[src/rtl/leaf_user_rx_adapter.sv]
// rtl/leaf_user_rx_adapter.sv - vld/ack receive word stream to FWFT ap_fifo-style read port
module leaf_user_rx_adapter #(
  parameter int PAYLOAD_BITS = 32,
  parameter int DEPTH_BITS   = 4,
  parameter int AFULL_THRESH = 12
) (
  input  logic                    clk_user,
  input  logic                    reset_n,
  input  logic [PAYLOAD_BITS-1:0] dout_leaf_interface2user,
  input  logic                    vld_interface2user,
  output logic                    ack_user2interface,
  output logic [PAYLOAD_BITS-1:0] dout,
  output logic                    empty_n,
  input  logic                    read,
  output logic                    almost_full,
  output logic [DEPTH_BITS:0]     level,
  output logic [31:0]             word_cnt
);

  localparam int DEPTH = 1 << DEPTH_BITS;
  localparam logic [DEPTH_BITS:0]   DEPTH_L = (DEPTH_BITS+1)'(DEPTH);
  localparam logic [DEPTH_BITS:0]   AFULL_L = (DEPTH_BITS+1)'(AFULL_THRESH);
  localparam logic [DEPTH_BITS:0]   ONE_L   = (DEPTH_BITS+1)'(1);
  localparam logic [DEPTH_BITS-1:0] PTR_ONE = DEPTH_BITS'(1);

  logic [PAYLOAD_BITS-1:0] mem [DEPTH];
  logic [DEPTH_BITS-1:0]   wr_ptr;
  logic [DEPTH_BITS-1:0]   rd_ptr;
  logic [DEPTH_BITS-1:0]   rd_ptr_nx;
  logic [DEPTH_BITS:0]     level_next;
  logic                    push;
  logic                    pop;

  // rd_ptr always addresses the entry currently presented on dout; the
  // array keeps every buffered word, including the head.
  assign push      = vld_interface2user && ack_user2interface;
  assign pop       = read && empty_n;
  assign rd_ptr_nx = rd_ptr + PTR_ONE;

  // Occupancy after this edge; all registered flags derive from it so that
  // ack drops exactly when the last slot is claimed and no push is lost.
  always_comb begin
    level_next = level;
    if (push && !pop) begin
      level_next = level + ONE_L;
    end else if (pop && !push) begin
      level_next = level - ONE_L;
    end
  end

  // Storage write; contents need no reset since level gates every read.
  always_ff @(posedge clk_user) begin
    if (push) begin
      mem[wr_ptr] <= dout_leaf_interface2user;
    end
  end

  // Pointers, counters, flags and the registered head-of-buffer word.
  always_ff @(posedge clk_user or negedge reset_n) begin
    if (!reset_n) begin
      wr_ptr             <= '0;
      rd_ptr             <= '0;
      level              <= '0;
      ack_user2interface <= 1'b0;
      empty_n            <= 1'b0;
      almost_full        <= 1'b0;
      word_cnt           <= '0;
      dout               <= '0;
    end else begin
      level              <= level_next;
      ack_user2interface <= (level_next < DEPTH_L);
      empty_n            <= (level_next != '0);
      almost_full        <= (level_next >= AFULL_L);
      if (push) begin
        wr_ptr   <= wr_ptr + PTR_ONE;
        word_cnt <= word_cnt + 32'd1;
      end
      if (pop) begin
        rd_ptr <= rd_ptr_nx;
      end
      if (level == '0) begin
        // Empty: an incoming word falls straight through to the output.
        if (push) begin
          dout <= dout_leaf_interface2user;
        end
      end else if (pop) begin
        // Head consumed: next stored entry, or the word arriving this cycle
        // when the head was the only one buffered.
        if (level == ONE_L) begin
          if (push) begin
            dout <= dout_leaf_interface2user;
          end
        end else begin
          dout <= mem[rd_ptr_nx];
        end
      end
    end
  end

endmodule

[config.mk]
export PLATFORM = sky130hd
export DESIGN_NAME = leaf_user_rx_adapter
export DESIGN_NICKNAME = d
export VERILOG_FILES = /design/src/rtl/leaf_user_rx_adapter.sv
export SDC_FILE = /design/constraint.sdc
export NUM_CORES = 1
export LEC_CHECK = 0
export CAP_MARGIN = 25
export CORE_MARGIN = 2
export CORE_UTILIZATION = 55
export CTS_BUF_LIST = sky130_fd_sc_hd__clkbuf_4
export DETAILED_ROUTE_END_ITERATION = 10
export GPL_ROUTABILITY_DRIVEN = 0
export PLACE_DENSITY = 0.8
export SLEW_MARGIN = 20
export SYNTH_ARGS = -nofsm -noshare
export SYNTH_HDL_FRONTEND = slang
export SYNTH_SLANG_ARGS = --single-unit
[constraint.sdc]
create_clock -name clk_user -period 10.1 [get_ports clk_user]
set_input_delay 3.03 -clock clk_user [delete_from_list [all_inputs] [get_ports clk_user]]
set_output_delay 3.03 -clock clk_user [all_outputs]
set_load 0.01 [all_outputs]
==> impl_metrics.ini, run 1 <==
[finish]
multiInputGateArea_sq_um = 5460
nNetsFinal = 1460
fillers = 2767
final_layout_size_suffix_gt1_share_pct = 28.2
area_delta_synth_final_pct = 16.9
fin_util_pct = 64.7
seqCellArea_sq_um = 17400

[power_and_ir_drop]
p_total_mw = 7.52
p_leak_nw = 9.00
p_per_area_nw_per_um2 = 279
irDropWorstVdd_mv = 0.215

[critical_path]
crit_arrival_ns = 5.48
cp-end-kind = flop
crit_type = in2reg
crit_required_ns = 10.62
cp_max_fo = 19
cp-start-kind = input port

[floorplan]
fp-row-count = 75
die_area_sq_um = 43600
initial_utilization_pct = 55.3
core_sq_um = 41700
fp.dieW_um = 209
die_y_um = 209
io_pins = 108

[cts]
path_clk_slew_ns = 0.06
ctsHoldBuffers = 0
ctsResizeCount = 0
cts_tree = done
clock_latency_ns = 0.84
clockBufferDepth = 3
post-cts-setup-buffers = 0
clock-sinks = 592
clockRootBuffer = clkbuf_4
cts_buffers = 148
cts-htree-levels = 4

[routing]
drtIter0Drc = 1225
route.vias.total = 12400
via_per_inst = 6.00
wl_met2_mm = 24.9
wl_met1_mm = 19.5
routed_wl_mm = 48.9
remaining_drc_errors = 0
wire_per_inst_um = 23.6
dr_wl_met3_mm = 3.71
drtAntennaViolNets = 0
firstDrtPassIters = 5
dr.max_layer_used = met4

[status]
status = finished, final reports clean

[sta]
tightest_slew_ns = 0.992
fmax_mhz = 202
tns_ns = 0
slew_headroom_pct = 33.8
period_needed_ns = 4.95
rsz0062_at_grt = no
setup_violations = 0
drv_slew = 0
finClkSkew_ns = 0.0521
finalCritPeriodShare_pct = 49.0
hold_viol = 0

[synth]
synthesis.area_sq_um = 23100
synth_seq_cells = 592
yosys_warnings = 0
yosysSeqAreaShare_pct = 75.4
synth.avg_cell_area_sq_um = 19.4
synthesis.nets = 1232
synth_edf_count = 512
syn_inst = 1187
async_flop_share_pct = 13.5
synth_flop_cell = edfxtp_1
synth_cell_types = 44

[global_route]
antenna_found_initial = 2
grt.total_usage_pct = 23.0
grt_max_degree = 75
grt_pass1_vias = 13000
grt_pass1_wl_mm = 75.4
grt_overflow = 0

[hold_path]
hold_class = reg2reg

[job]
max_cap_viol_count = 0

[place]
hpwl_mm = 28.0
port_buffers = 107
worst paths after layout:
path	start	to	slack, ns	cells past startpoint
hold reg to reg	word_cnt[31]$_DFFE_PN0N_	word_cnt[31]$_DFFE_PN0N_	0.47	1
hold / removal	word_cnt[31]$_DFFE_PN0N_	word_cnt[31]$_DFFE_PN0N_	0.47	1
min in group asynchronous	reset_n	word_cnt[10]$_DFFE_PN0N_	2.04	1
max in group asynchronous	reset_n	rd_ptr[0]$_DFFE_PN0P_	7.04	2
setup / recovery	vld_interface2user	mem[8][19]$_DFFE_PP_	5.15	5
setup reg to reg	rd_ptr[0]$_DFFE_PN0P_	dout[17]$_DFFE_PN0P_	6.44	7
synth_stat cells (5+ instances only):
cell type / instances / share of area [%]
a31oi_1: 33 / 0.90
nand2b_1: 33 / 0.90
a21oi_1: 5 / 0.11
o22ai_1: 33 / 0.90
o21ai_1: 7 / 0.15
dfrtp_1: 80 / 8.7
o21ai_0: 59 / 1.3
mux4_2: 128 / 13
edfxtp_1: 512 / 67
xor2_1: 8 / 0.30
and3_1: 36 / 0.98
nand4_1: 11 / 0.30
nand2_1: 63 / 1.0
ha_1: 9 / 0.49
nor3_1: 6 / 0.13
buf_6: 8 / 0.39
nor2_1: 18 / 0.29
xnor2_1: 34 / 1.3
clkbuf_1: 21 / 0.34
nand3_1: 13 / 0.28
buf_2: 21 / 0.46
buf_4: 6 / 0.20
inv_1: 6 / 0.098
where the power goes:
| group | total, mW | switching (mW) | internal [mW] |
|---|---|---|---|
| registers | 3.15 | 0.206 | 2.94 |
| logic | 2.40 | 1.23 | 1.17 |
| clock network | 1.96 | 0.935 | 1.03 |
routing by layer:
layer	vias up	global-route usage, %
met1	6409	30.6
li1	5362	-
met2	583	37.9
met5	-	0
met4	0	7.61
met3	68	5.67
critical path: stages:
cell             delay [ns]
clkdlybuf4s50_1        0.48
and2_1                 0.62
nand2_1                0.40
nor2_4                 0.69
buf_16                 0.24
per-stage QoR:
stage	worst slack, ns	hold slack [ns]	area (sq um)	cells
after floorplan	3.68	0.508	23100	1187
after global placement	4.17	0.461	24700	1790
after detailed placement	4.30	0.467	25000	1802
after CTS	5.09	0.480	26900	2067
after global routing	5.03	0.513	27000	2071
final	5.15	0.475	27000	2071
final cells by class:
cell class | count | share of cell area [%]
inverters | 6 | 0.0835
flip-flops and latches | 592 | 64.5
repair buffers | 140 | 5.69
clock buffers | 221 | 6.15
clock inverters | 44 | 0.831
multi-input cells | 527 | 20.3
well taps | 539 | 2.50
diodes | 2 | 0.0186
flip-flops by register name (all words and copies together), names as in the netlist:
register and flops:
empty_n 1, ack_user2interface 1, mem 512, word_cnt 32, almost_full 1, wr_ptr 4, rd_ptr 4, dout 32
level 5
layout by cell type, fill, tap and decap left out, types with 4 or more instances in the layout:
cell / n
nor2_1: 5
clkbuf_4: 221
clkinvlp_4: 8
nor3_2: 6
ha_1: 8
nand2_1: 63
o21ai_0: 59
and2_1: 4
mux4_2: 128
and4_1: 4
nand4_1: 11
inv_1: 6
and3_1: 36
a21oi_1: 4
clkinv_1: 29
nor2_4: 12
o22ai_1: 33
nand2b_1: 33
a31oi_1: 31
nand3_1: 13
edfxtp_1: 512
buf_12: 9
o21ai_1: 7
buf_4: 19
clkdlybuf4s50_1: 106
dfrtp_1: 79
buf_16: 5
xnor2_1: 34
xor2_1: 8
inv_2: 4
cells by family after synthesis:
family,after synthesis,synth area share [%]
DFF,592,75.4
and+or+nand+nor,202,4.71
AOI/OAI and AO/OA,146,3.70
muxes,128,12.5
buffers and inverters,68,1.64
xor gates and xnor gates,42,1.60
adders and majority gates,9,0.488
(Power assumes the default switching activity.)
==> inputs of run 2 (changes only) <==
- PLACE_DENSITY: 0.8 -> 0.83
- clock period: 10.1 -> 4.3 ns (I/O delays scaled with it)
==> run 2 against run 1 <==
  * Combinational power increased by 140%
  * Clock power rose by 130%
  * Sequential power increased by 130%
  * Cell area shrank 0.30%
  * Largest cell class unchanged
  * Via count increased by 0.91%
  * Clock skew rose by 0.0055 ns
  * Wire length up 4.7%
  * Global-route usage is 1.2 points higher
  * Critical endpoint is now dout[17]
  * Utilization down 0.19 points
  * Hold slack hardly changed
  * Count of clock-buffer cells in the layout down 10
==> impl_metrics.ini, run 2 (same netlist as run 1, synthesis figures left out) <==
[power_and_ir_drop]
combPwrFrac_pct = 32.9
power_frac_seq_pct = 41.2
p_switching_mw = 5.69
p_per_area_nw_per_um2 = 662
irDropWorstVdd_mv = 0.563
p_leak_nw = 8.99
p_total_mw = 17.8
pwr-share-clk_pct = 25.9
internal-power_mw = 12.1
p_sw_share_pct = 32.0

[finish]
area_delta_synth_final_pct = 16.6
nNetsFinal = 1459
fillers = 2773
fin_area_sq_um = 26900
largest_register_ffs = 512
final_common_cell = edfxtp_1
final_layout_size_suffix_gt1_share_pct = 27.8
top_regs = mem: 512 flops, dout: 32 flops, word_cnt: 32 flops
fin_util_pct = 64.5
fin_cells = 2064
top_register = mem
final_cell_mix = edfxtp_1, clkbuf_4, mux4_2

[cts]
cts_buffers = 143
ctsHoldBuffers = 0
cts_tree = done
clockRootBuffer = clkbuf_4
clockBufferDepth = 3
post-cts-setup-buffers = 0
path_clk_slew_ns = 0.07
cts-htree-levels = 4
clock_latency_ns = 0.84
ctsResizeCount = 0
clock-sinks = 592

[routing]
routed_wl_mm = 51.2
via_per_inst = 6.07
firstDrtPassIters = 5
drtAntennaViolNets = 0
drtIter0Drc = 1462
wire_per_inst_um = 24.8
remaining_drc_errors = 0
route.vias.total = 12500

[floorplan]
initial_utilization_pct = 55.3
io_pins = 108
core_sq_um = 41700
die_y_um = 209
fp-row-count = 75
fp.dieW_um = 209
die_area_sq_um = 43600

[critical_path]
slowest_delay_ns = 0.62
path_buf_inv = 1
crit_required_ns = 3.01
cp_max_fo = 2
crit_type = reg2out
critical_path.cell_chain = clkdlybuf4s50_1
cp-end-kind = output port
critPathSlowestCell = clkdlybuf4s50_1
crit_arrival_ns = 1.91
critPathTopFamily = buffers and inverters
cp-start-kind = flop

[global_route]
grt_max_degree = 76
grt_overflow = 0
grt_pass1_wl_mm = 78.5
grt.total_usage_pct = 24.2
grt_pass1_vias = 13200
antenna_found_initial = 1

[sta]
drv_slew = 0
fmax_mhz = 313
finalCritPeriodShare_pct = 74.3
period_needed_ns = 3.20
slew_headroom_pct = 33.6
rsz0062_at_grt = no
hold_ws_ns = 0.475
tightest_slew_ns = 0.993
setup_violations = 0
setup_ws_ns = 1.10
finClkSkew_ns = 0.0576
hold_viol = 0
tns_ns = 0

[hold_path]
hold_class = reg2reg

[place]
preCtsSetupSlack_ns = 0.777
hpwl_mm = 30.1
port_buffers = 107
dpl_cell_area_sq_um = 25000
post-place-cells = 1808

[status]
status = finished, final reports clean

[job]
max_cap_viol_count = 0
run 2: cell count changes in the layout (fill, tap and decap cells not counted), moves of 2 or more:
cell | before | now
buf_16 | 5 | 0
buf_4 | 19 | 28
nor3_2 | 6 | 2
clkbuf_4 | 221 | 211
clkinvlp_4 | 8 | 3
clkinv_1 | 29 | 31
nor3_4 | 0 | 4
bufinv_16 | 1 | 3
run 2: routing by layer:
metal	routed length (um)	up-vias	track usage (%)
met3	3850	96	5.17
li1	-	5353	-
met4	1230	0	8.89
met2	26400	638	40.5
met1	19700	6448	31.8
met5	0	-	0
run 2: final timing paths:
path                                                from                       end  slack [ns]  cells past startpoint
worst max-delay path                dout[17]$_DFFE_PN0P_                  dout[17]        1.10                      1
worst min-delay path            word_cnt[31]$_DFFE_PN0N_  word_cnt[31]$_DFFE_PN0N_        0.47                      1
worst max register to register     rd_ptr[0]$_DFFE_PN0P_      dout[28]$_DFFE_PN0P_        1.61                      6
worst min register to register  word_cnt[31]$_DFFE_PN0N_  word_cnt[31]$_DFFE_PN0N_        0.47                      1
max in group asynchronous                        reset_n      dout[11]$_DFFE_PN0P_        3.03                      2
min in group asynchronous                        reset_n  word_cnt[26]$_DFFE_PN0N_        0.51                      1
run 2: layout make-up:
cell class	count	area, sq um	share of cell area [%]
multi-input combinational	527	5480	20.4
clock inverter	44	258	0.959
clock buffer	211	1580	5.89
inverter	6	22.5	0.0838
antenna	1	2.50	0.00931
tap	539	674	2.51
timing repair buffer	144	1470	5.47
sequential	592	17400	64.7
run 2: worst reg2reg max path, stage by stage, from the launching register on:
cell	delay, ns
dfrtp_4	0.52
ha_4	0.60
buf_12	0.41
mux4_2	0.49
o21ai_0	0.14
and3_1	0.28
a31oi_1	0.11
run 2: power groups by stage:
stage                     sequential [mW]  clock, mW  combinational (mW)
after detailed placement             7.45          0                5.88
after global placement               7.41          0                5.70
after global routing                 7.38       5.02                6.26
after CTS                            7.33       4.71                5.91
final                                7.32       4.60                5.86
after floorplan                      7.36          0                3.93
==> inputs of run 3 (changes only) <==
- PLACE_DENSITY: 0.83 -> 0.8
- clock period: 4.3 -> 3.3 ns (I/O delays scaled with it)
==> run 3 against run 2 <==
  * Count of clock-buffer cells in the layout increased by 1
  * Sequential cell count unchanged
  * Via count increased by 1.5%
  * Critical path depth unchanged
  * Utilization increased by 0.95 points
  * Clock power increased by 32%
==> impl_metrics.ini, run 3 (same netlist as run 1, synthesis figures left out) <==
[finish]
top_regs = mem: 512 flops, dout: 32 flops, word_cnt: 32 flops
nNetsFinal = 1480
fin_area_sq_um = 27300
area_delta_synth_final_pct = 18.3
fin_cells = 2091
final_layout_size_suffix_gt1_share_pct = 28.8
top_register = mem
fin_util_pct = 65.5
largest_register_ffs = 512
final_cell_mix = edfxtp_1, clkbuf_4, mux4_2
final_common_cell = edfxtp_1

[cts]
clockRootBuffer = clkbuf_4
cts-htree-levels = 4
clock_latency_ns = 0.89
clock-sinks = 592
clockBufferDepth = 3
cts_tree = done
post-cts-setup-buffers = 0
path_clk_slew_ns = 0.07
ctsHoldBuffers = 0
cts_buffers = 145
ctsResizeCount = 0

[global_route]
grt.total_usage_pct = 24.4
grt_overflow = 0
grt_pass1_wl_mm = 78.7
grt_max_degree = 71
antenna_found_initial = 1
grt_pass1_vias = 13300

[sta]
setup_ws_ns = 0.318
hold_viol = 0
drv_slew = 0
tightest_slew_ns = 0.859
hold_ws_ns = 0.141
rsz0062_at_grt = no
setup_violations = 0
tns_ns = 0
fmax_mhz = 335
finClkSkew_ns = 0.0610
slew_headroom_pct = 42.5
finalCritPeriodShare_pct = 90.4
period_needed_ns = 2.98

[routing]
drtIter0Drc = 1205
drtAntennaViolNets = 0
remaining_drc_errors = 0
firstDrtPassIters = 5
route.vias.total = 12700
wire_per_inst_um = 24.7
via_per_inst = 6.09
routed_wl_mm = 51.7

[power_and_ir_drop]
p_total_mw = 23.5
p_per_area_nw_per_um2 = 863
irDropWorstVdd_mv = 0.558
p_leak_nw = 9.15

[critical_path]
cp-end-kind = output port
critical_path.cell_chain = clkdlybuf4s50_1
cp-start-kind = flop
crit_type = reg2out
critPathSlowestCell = clkdlybuf4s50_1
critPathTopFamily = buffers and inverters
crit_required_ns = 2.31
crit_arrival_ns = 1.99
path_buf_inv = 1
cp_max_fo = 7
slowest_delay_ns = 0.63

[place]
post-place-cells = 1827
hpwl_mm = 31.3
preCtsSetupSlack_ns = 0.326
dpl_cell_area_sq_um = 25400
port_buffers = 107

[status]
status = finished, final reports clean

[hold_path]
hold_class = in2async

[job]
max_cap_viol_count = 0

[floorplan]
core_sq_um = 41700
die_area_sq_um = 43600
io_pins = 108
fp.dieW_um = 209
die_y_um = 209
fp-row-count = 75
initial_utilization_pct = 55.3
## run 3: final timing paths
kind                                          start                       end  slack, ns  cells after the start
max                              level[0]$_DFF_PN0_                  level[0]       0.32                      1
min                                         reset_n  word_cnt[17]$_DFFE_PN0N_       0.14                      1
max reg2reg                   rd_ptr[0]$_DFFE_PN0P_      dout[18]$_DFFE_PN0P_       0.86                      7
min reg2reg                word_cnt[21]$_DFFE_PN0N_  word_cnt[21]$_DFFE_PN0N_       0.49                      1
max in group asynchronous                   reset_n       dout[4]$_DFFE_PN0P_       2.46                      2
min in group clk_user      word_cnt[21]$_DFFE_PN0N_  word_cnt[21]$_DFFE_PN0N_       0.49                      1
## run 3: area by class of cell
| cell class | count | area [sq um] |
|---|---|---|
| flip-flops and latches | 592 | 17400 |
| fillers | 2744 | 14400 |
| multi-input cells | 527 | 5480 |
| repair buffers | 163 | 1810 |
| clock buffers | 212 | 1590 |
| well taps | 539 | 674 |
| clock inverters | 50 | 299 |
| inverters | 6 | 22.5 |
| diodes | 2 | 5.00 |
## run 3: power by group
| group | leakage, nW | internal, mW | switching, mW |
|---|---|---|---|
| clock | 1.10 | 3.20 | 2.86 |
| sequential | 5.60 | 9.01 | 0.533 |
| combinational | 2.45 | 3.78 | 4.16 |
## run 3: routing by layer
metal	wire, um	vias up	track usage (%)
met1	19700	6526	32.1
met2	25900	672	39.5
met5	0	-	0
li1	-	5414	-
met3	4370	115	5.59
met4	1630	0	11.1
